[config.mk]
export PLATFORM = sky130hd
export DESIGN_NAME = spi_frame_loader_flat
export DESIGN_NICKNAME = d
export VERILOG_FILES = /design/src/rtl/ledpi_pkg.sv /design/src/rtl/spi_frame_loader_if.sv /design/src/rtl/spi_byte_rx.sv /design/src/rtl/spi_frame_loader.sv /design/src/flat_wrapper.sv
export SDC_FILE = /design/constraint.sdc
export NUM_CORES = 1
export LEC_CHECK = 0
export CAP_MARGIN = 20
export CORE_UTILIZATION = 42
export DETAILED_ROUTE_END_ITERATION = 10
export DONT_BUFFER_PORTS = 1
export PLACE_DENSITY = 0.58
export SYNTH_ARGS = -nofsm -noshare
export SYNTH_HDL_FRONTEND = slang
export SYNTH_SLANG_ARGS = --single-unit
[constraint.sdc]
create_clock -name clk -period 6 [get_ports clk]
set_clock_uncertainty 0.2 [all_clocks]
set_input_delay 1.2 -clock clk [delete_from_list [all_inputs] [get_ports clk]]
set_output_delay 1.2 -clock clk [all_outputs]
set_load 0.05 [all_outputs]
[src/rtl/ledpi_pkg.sv]
// Shared constants, command codes and command FSM state type for the
// LED-matrix SPI frame loader.
package ledpi_pkg;
  localparam int ROWS        = 32;
  localparam int COLS        = 64;
  localparam int FRAME_BYTES = ROWS * COLS * 3;
  localparam int ADDR_W      = 13;

  localparam logic [7:0] CMD_NOP   = 8'h00;
  localparam logic [7:0] CMD_WRITE = 8'h01;
  localparam logic [7:0] CMD_SWAP  = 8'h02;

  localparam logic [3:0] STATUS_SIG = 4'h5;

  typedef enum logic [1:0] {
    ST_IDLE,
    ST_CMD,
    ST_WRITE,
    ST_DRAIN
  } state_t;
endpackage

[src/rtl/spi_frame_loader_if.sv]
// SPI pins, framebuffer write port and scanner swap handshake of the loader.
interface spi_frame_loader_if #(
  parameter int ADDR_W = ledpi_pkg::ADDR_W
);
  logic              sck;
  logic              cs_n;
  logic              mosi;
  logic              miso;
  logic              fb_we;
  logic              fb_buf;
  logic [ADDR_W-1:0] fb_waddr;
  logic [7:0]        fb_wdata;
  logic              front_buf;
  logic              swap_req;
  logic              swap_ack;
  logic              frame_done;

  modport master (
    input  sck, cs_n, mosi, swap_ack,
    output miso, fb_we, fb_buf, fb_waddr, fb_wdata, front_buf, swap_req, frame_done
  );

  modport slave (
    output sck, cs_n, mosi, swap_ack,
    input  miso, fb_we, fb_buf, fb_waddr, fb_wdata, front_buf, swap_req, frame_done
  );
endinterface

[src/rtl/spi_byte_rx.sv]
// Mode-0 SPI slave byte engine: pin synchronizers, edge detect, RX byte
// assembly and MISO status shift-out, all in the clk domain.
module spi_byte_rx (
  input  logic       clk,
  input  logic       rst_n,
  input  logic       sck,
  input  logic       cs_n,
  input  logic       mosi,
  input  logic [7:0] status,
  output logic       miso,
  output logic       byte_valid,
  output logic [7:0] byte_data,
  output logic       cs_start,
  output logic       cs_end,
  output logic       status_done
);
  logic [2:0] sck_q;
  logic [2:0] cs_q;
  logic [1:0] mosi_q;
  logic [6:0] rx_sh;
  logic [2:0] bit_cnt;
  logic [6:0] tx_sh;
  logic [3:0] tx_cnt;
  logic       sck_rise;
  logic       sck_fall;
  logic       cs_fall;
  logic       cs_act;

  assign sck_rise = sck_q[1] & ~sck_q[2];
  assign sck_fall = ~sck_q[1] & sck_q[2];
  assign cs_fall  = ~cs_q[1] & cs_q[2];
  assign cs_act   = ~cs_q[1];

  always_ff @(posedge clk) begin
    if (!rst_n) begin
      sck_q       <= '0;
      cs_q        <= '0;
      mosi_q      <= '0;
      rx_sh       <= '0;
      bit_cnt     <= '0;
      tx_sh       <= '0;
      tx_cnt      <= 4'd8;
      miso        <= 1'b0;
      byte_valid  <= 1'b0;
      byte_data   <= '0;
      cs_start    <= 1'b0;
      cs_end      <= 1'b0;
      status_done <= 1'b0;
    end else begin
      sck_q       <= {sck_q[1:0], sck};
      cs_q        <= {cs_q[1:0], cs_n};
      mosi_q      <= {mosi_q[0], mosi};
      byte_valid  <= 1'b0;
      status_done <= 1'b0;
      cs_start    <= cs_fall;
      cs_end      <= ~cs_act;
      if (!cs_act) begin
        // partial bytes die here; tx_cnt=8 keeps miso quiet
        bit_cnt <= '0;
        tx_cnt  <= 4'd8;
        miso    <= 1'b0;
      end else begin
        if (sck_rise) begin
          rx_sh   <= {rx_sh[5:0], mosi_q[1]};
          bit_cnt <= bit_cnt + 3'd1;
          if (bit_cnt == 3'd7) begin
            byte_valid <= 1'b1;
            byte_data  <= {rx_sh, mosi_q[1]};
          end
        end
        if (cs_fall) begin
          tx_sh  <= status[6:0];
          tx_cnt <= 4'd0;
          miso   <= status[7];
        end else if (sck_fall && tx_cnt < 4'd8) begin
          tx_sh       <= {tx_sh[5:0], 1'b0};
          tx_cnt      <= tx_cnt + 4'd1;
          miso        <= (tx_cnt == 4'd7) ? 1'b0 : tx_sh[6];
          status_done <= (tx_cnt == 4'd7);
        end
      end
    end
  end
endmodule

[src/rtl/spi_frame_loader.sv]
// Command FSM, back-buffer address counter, sticky errors and swap handshake
// on top of the SPI byte engine.
//  state    | meaning
//  ST_IDLE  | no transaction, waiting for CS fall
//  ST_CMD   | next byte is the command
//  ST_WRITE | pixel bytes go to the back buffer
//  ST_DRAIN | bytes ignored until CS rises
module spi_frame_loader #(
  parameter int ROWS        = ledpi_pkg::ROWS,
  parameter int COLS        = ledpi_pkg::COLS,
  parameter int FRAME_BYTES = ROWS * COLS * 3,
  parameter int ADDR_W      = ledpi_pkg::ADDR_W
) (
  input logic                 clk,
  input logic                 rst_n,
  spi_frame_loader_if.master  bus
);
  import ledpi_pkg::*;

  state_t            state;
  logic [ADDR_W-1:0] addr;
  logic              err_ovf, err_busy;
  logic              ovf_rd, busy_rd;
  logic              front_q, fb_buf_q, swap_req_q;
  logic              fb_we_q, frame_done_q;
  logic [ADDR_W-1:0] fb_waddr_q;
  logic [7:0]        fb_wdata_q;
  logic              byte_valid, cs_start, cs_end, status_done;
  logic [7:0]        byte_data;
  logic [7:0]        status;
  logic              req_kept, cmd_byte, swap_cmd, busy_set, ovf_set, addr_full;

  assign status = {front_q, swap_req_q, err_ovf, err_busy, STATUS_SIG};

  spi_byte_rx u_rx (
    .clk         (clk),
    .rst_n       (rst_n),
    .sck         (bus.sck),
    .cs_n        (bus.cs_n),
    .mosi        (bus.mosi),
    .status      (status),
    .miso        (bus.miso),
    .byte_valid  (byte_valid),
    .byte_data   (byte_data),
    .cs_start    (cs_start),
    .cs_end      (cs_end),
    .status_done (status_done)
  );

  // an ack is serviced before a same-cycle SWAP or WRITE command is judged
  assign req_kept  = swap_req_q & ~bus.swap_ack;
  assign cmd_byte  = byte_valid & ~cs_end & (state == ST_CMD);
  assign swap_cmd  = cmd_byte & (byte_data == CMD_SWAP);
  assign busy_set  = cmd_byte & (byte_data == CMD_WRITE) & req_kept;
  assign addr_full = (addr == ADDR_W'(FRAME_BYTES));
  assign ovf_set   = byte_valid & ~cs_end & (state == ST_WRITE) & addr_full;

  always_ff @(posedge clk) begin
    if (!rst_n) begin
      state        <= ST_IDLE;
      addr         <= '0;
      err_ovf      <= 1'b0;
      err_busy     <= 1'b0;
      ovf_rd       <= 1'b0;
      busy_rd      <= 1'b0;
      front_q      <= 1'b0;
      fb_buf_q     <= 1'b1;
      swap_req_q   <= 1'b0;
      fb_we_q      <= 1'b0;
      frame_done_q <= 1'b0;
      fb_waddr_q   <= '0;
      fb_wdata_q   <= '0;
    end else begin
      fb_we_q      <= 1'b0;
      frame_done_q <= 1'b0;
      swap_req_q   <= req_kept | swap_cmd;
      if (bus.swap_ack && swap_req_q) begin
        front_q  <= ~front_q;
        fb_buf_q <= front_q;
      end
      if (cs_start) begin
        ovf_rd  <= err_ovf;
        busy_rd <= err_busy;
      end
      // read-to-clear only drops the flags the host was actually shown
      err_ovf  <= ovf_set  | (err_ovf  & ~(status_done & ovf_rd));
      err_busy <= busy_set | (err_busy & ~(status_done & busy_rd));
      if (cs_end) begin
        state <= ST_IDLE;
      end else begin
        case (state)
          ST_IDLE: if (cs_start) state <= ST_CMD;
          ST_CMD: begin
            if (byte_valid) begin
              if (byte_data == CMD_WRITE && !req_kept) begin
                state <= ST_WRITE;
                addr  <= '0;
              end else begin
                state <= ST_DRAIN;
              end
            end
          end
          ST_WRITE: begin
            if (byte_valid && !addr_full) begin
              fb_we_q      <= 1'b1;
              fb_waddr_q   <= addr;
              fb_wdata_q   <= byte_data;
              frame_done_q <= (addr == ADDR_W'(FRAME_BYTES - 1));
              addr         <= addr + 1'b1;
            end
          end
          ST_DRAIN: state <= ST_DRAIN;
          default:  state <= ST_IDLE;
        endcase
      end
    end
  end

  assign bus.fb_we      = fb_we_q;
  assign bus.fb_buf     = fb_buf_q;
  assign bus.fb_waddr   = fb_waddr_q;
  assign bus.fb_wdata   = fb_wdata_q;
  assign bus.front_buf  = front_q;
  assign bus.swap_req   = swap_req_q;
  assign bus.frame_done = frame_done_q;
endmodule

[src/flat_wrapper.sv]
// flat-port wrapper written by rule: the top's interface ports become plain ports
module spi_frame_loader_flat import ledpi_pkg::*;
#(
  parameter int ROWS        = ledpi_pkg::ROWS,
  parameter int COLS        = ledpi_pkg::COLS,
  parameter int FRAME_BYTES = ROWS * COLS * 3,
  parameter int ADDR_W      = ledpi_pkg::ADDR_W
)
  (clk, rst_n, bus_sck, bus_cs_n, bus_mosi, bus_swap_ack, bus_miso, bus_fb_we, bus_fb_buf, bus_fb_waddr, bus_fb_wdata, bus_front_buf, bus_swap_req, bus_frame_done);
  spi_frame_loader_if #(.ADDR_W(ADDR_W)) bus_i ();
  input logic clk;
  input logic rst_n;
  input wire logic [$bits(bus_i.sck)-1:0] bus_sck;
  input wire logic [$bits(bus_i.cs_n)-1:0] bus_cs_n;
  input wire logic [$bits(bus_i.mosi)-1:0] bus_mosi;
  input wire logic [$bits(bus_i.swap_ack)-1:0] bus_swap_ack;
  output wire logic [$bits(bus_i.miso)-1:0] bus_miso;
  output wire logic [$bits(bus_i.fb_we)-1:0] bus_fb_we;
  output wire logic [$bits(bus_i.fb_buf)-1:0] bus_fb_buf;
  output wire logic [$bits(bus_i.fb_waddr)-1:0] bus_fb_waddr;
  output wire logic [$bits(bus_i.fb_wdata)-1:0] bus_fb_wdata;
  output wire logic [$bits(bus_i.front_buf)-1:0] bus_front_buf;
  output wire logic [$bits(bus_i.swap_req)-1:0] bus_swap_req;
  output wire logic [$bits(bus_i.frame_done)-1:0] bus_frame_done;
  assign bus_i.sck = bus_sck;
  assign bus_i.cs_n = bus_cs_n;
  assign bus_i.mosi = bus_mosi;
  assign bus_i.swap_ack = bus_swap_ack;
  assign bus_miso = bus_i.miso;
  assign bus_fb_we = bus_i.fb_we;
  assign bus_fb_buf = bus_i.fb_buf;
  assign bus_fb_waddr = bus_i.fb_waddr;
  assign bus_fb_wdata = bus_i.fb_wdata;
  assign bus_front_buf = bus_i.front_buf;
  assign bus_swap_req = bus_i.swap_req;
  assign bus_frame_done = bus_i.frame_done;
  spi_frame_loader #(.ROWS(ROWS), .COLS(COLS), .FRAME_BYTES(FRAME_BYTES), .ADDR_W(ADDR_W)) u_core (.clk(clk), .rst_n(rst_n), .bus(bus_i));
endmodule
==> flow_summary.json <==
{
  "tightest_slew_ns": 1.01,
  "syn_to_final_growth_pct": 6.90,
  "end_kind": "flop",
  "internal_power_mw": 0.782,
  "fin_nets": 398,
  "cts_tree": "built",
  "synthCells": 394,
  "p_switching_mw": 0.208,
  "cp_max_fo": 24,
  "num_rows": 32,
  "p_seq_share_pct": 58.4,
  "irDropWorstVdd_uv": 179,
  "io_pins": 33,
  "htree_levels": 3,
  "cap_viol_max_count": 0,
  "relSlewSlack_pct": 32.9,
  "status": "finished, final reports clean",
  "ys_warn_count": 0,
  "routabilityCongestion": 0.784,
  "routed_via_density": 5.33,
  "p_per_area_nw_per_um2": 265,
  "min_period_over_period_pct": 47.7,
  "root_buffer": "clkbuf_8",
  "hold_buffers": 0,
  "worstSkewPairLatency_ns": 0.35,
  "yosysUniqueCellTypes": 52,
  "p_comb_share_pct": 2.0,
  "whs_ns": 0.239,
  "io_buffers": 0,
  "cts_made_buffers": 9,
  "wl_per_cell_um": 14.1,
  "hold_class": "reg2reg",
  "clkSlewWorstSetupHoldPaths_ns": 0.08,
  "seq_area_frac_synth_pct": 49.2,
  "path_class": "reg2reg",
  "setup_tns_ns": 0,
  "antenna_left": 0,
  "final_util_pct": 47.4,
  "worstSetupStartpointType": "flop",
  "yosys.area.top_type": "dfxtp_1",
  "dieArea_um2": 8700,
  "die_y_um": 93.3,
  "grt_pass1_vias": 2622,
  "synth_most_common_cell": "dfxtp_1",
  "synth-edff-count": 0,
  "grt_max_degree": 49,
  "grt_util_all_layers_pct": 17.9,
  "ys_ff_latch": 86,
  "synthFlopType": "dfxtp_1",
  "cp.required_ns": 6.06,
  "rsz0062_at_grt": "no",
  "antenna_found_initial": 0,
  "hold_viol_final": 0,
  "n_antenna_cell": 0,
  "post_cts_buffers": 0,
  "final_layout_size_suffix_gt1_share_pct": 6.91,
  "drc": 0,
  "drt_pass1_iterations": 4,
  "post-dp-hpwl_um": 4700,
  "slew_viol_final": 0,
  "cts.repair.resized": 0,
  "initial_core_util_pct": 44.4,
  "grt_overflow": 0,
  "first_iter_violations": 81,
  "core_area_um2": 7890,
  "async_reset_ff_share_pct": 0,
  "synth_common_cells": "dfxtp_1, nand2_1, a21oi_1, nor2_1, mux2i_1",
  "fmax_mhz": 349,
  "setup_viol": 0,
  "grt_pass1_wl_um": 12300,
  "die_x_um": 93.3,
  "synth_area_leaders": "dfxtp_1, nand2_1, mux2i_1",
  "wirelength_um": 6930,
  "synth_top_area_share_pct": 49.2,
  "fillCellCount": 756,
  "arrival_ns": 2.92,
  "syn_nets": 405,
  "clockPowerShare_pct": 39.6,
  "netSwitchingFraction_pct": 21.0,
  "vias": 2626,
  "leakagePower_nw": 1.25,
  "synth.avg_cell_area_um2": 8.88,
  "cts.sinks": 86,
  "fin_crit_ns": 2.86,
  "syn_area_um2": 3500,
  "clockBufferDepth": 2
}
-- cells in the final DEF (no fill, tap or decap), types with 5 or more instances in the layout --
cell type,synthesis,routed
nand3_1,8,8
inv_1,9,9
and2_1,10,10
a21oi_1,35,35
dfxtp_1,86,86
nand4_1,6,6
nand2b_1,6,6
nand2_1,80,80
clkbuf_8,0,10
or4_1,5,5
o211ai_1,8,8
nor2_1,30,30
or3_1,5,5
mux2i_1,18,18
ha_1,5,5
-- sequential cells by signal (all words and copies together), names as in the netlist, 2 cells and up --
| register | cells |
|---|---|
| u_core.addr | 13 |
| u_core.bus.fb_waddr | 13 |
| u_core.bus.fb_wdata | 8 |
| u_core.state | 2 |
| u_core.u_rx.bit_cnt | 3 |
| u_core.u_rx.byte_data | 8 |
| u_core.u_rx.cs_q | 2 |
| u_core.u_rx.mosi_q | 2 |
| u_core.u_rx.rx_sh | 7 |
| u_core.u_rx.sck_q | 3 |
| u_core.u_rx.tx_cnt | 4 |
| u_core.u_rx.tx_sh | 7 |
-- layer usage --
layer  track usage [%]  up-vias  part of all wire (%)
met5                 0        -                     0
met4              6.79        0                   1.7
met3              6.02       12                   4.3
met2              28.7       52                    45
met1              22.1     1203                    49
li1                  -     1359                     -
-- power groups by stage --
stage	registers, mW	logic [mW]	clock network, mW
6_report	0.579	0.0194	0.392
5_1_grt	0.580	0.0215	0.434
4_1_cts	0.579	0.0197	0.409
3_5_place_dp	0.592	0.0197	0
3_3_place_gp	0.592	0.0192	0
2_1_floorplan	0.591	0.0181	0
-- through the flow --
stage | setup slack, ns | area (um^2) | std cells | power [mW]
floorplan | 3.38 | 3500 | 394 | 0.609
global placement | 3.15 | 3550 | 478 | 0.611
detailed placement | 3.06 | 3550 | 478 | 0.612
CTS | 3.05 | 3740 | 493 | 1.01
global route | 2.82 | 3740 | 493 | 1.04
finish | 3.14 | 3740 | 493 | 0.990
-- area by class of cell --
class | instances | area (um^2) | area share (%)
clock buffers | 11 | 141 | 3.78
clock inverters | 4 | 47.5 | 1.27
inverters | 10 | 37.5 | 1.00
multi-input cells | 278 | 1650 | 44.1
flip-flops and latches | 86 | 1720 | 46.0
well taps | 102 | 128 | 3.41
repair buffers | 2 | 15.0 | 0.401
-- final timing paths --
| kind | start | endpoint | slack [ns] | cells past startpoint |
|---|---|---|---|---|
| setup / recovery | u_core.addr[2] | u_core.addr[7] | 3.14 | 4 |
| hold / removal | u_core.u_rx.mosi_q[0] | u_core.u_rx.mosi_q[1] | 0.24 | 1 |
| setup reg to reg | u_core.addr[2] | u_core.addr[7] | 3.14 | 4 |
| hold reg to reg | u_core.u_rx.mosi_q[0] | u_core.u_rx.mosi_q[1] | 0.24 | 1 |
-- cells by family after synthesis --
family | synth area share [%]
AND/OR/NAND/NOR | 25.3
flip-flops | 49.2
AO/OA/AOI/OAI | 13.9
buffers and inverters | 3.65
multiplexers | 5.15
adder cells (fa/ha/maj) | 1.79
XOR/XNOR | 1.00
-- worst max-delay path, cell delays in order (launching register included) --
cell and delay [ns]:
dfxtp_1 0.38, or4_1 0.65, o31ai_4 0.83, o21ai_2 0.38, o311ai_1 0.33
No activity file was read; power rests on OpenSTA's default activity.
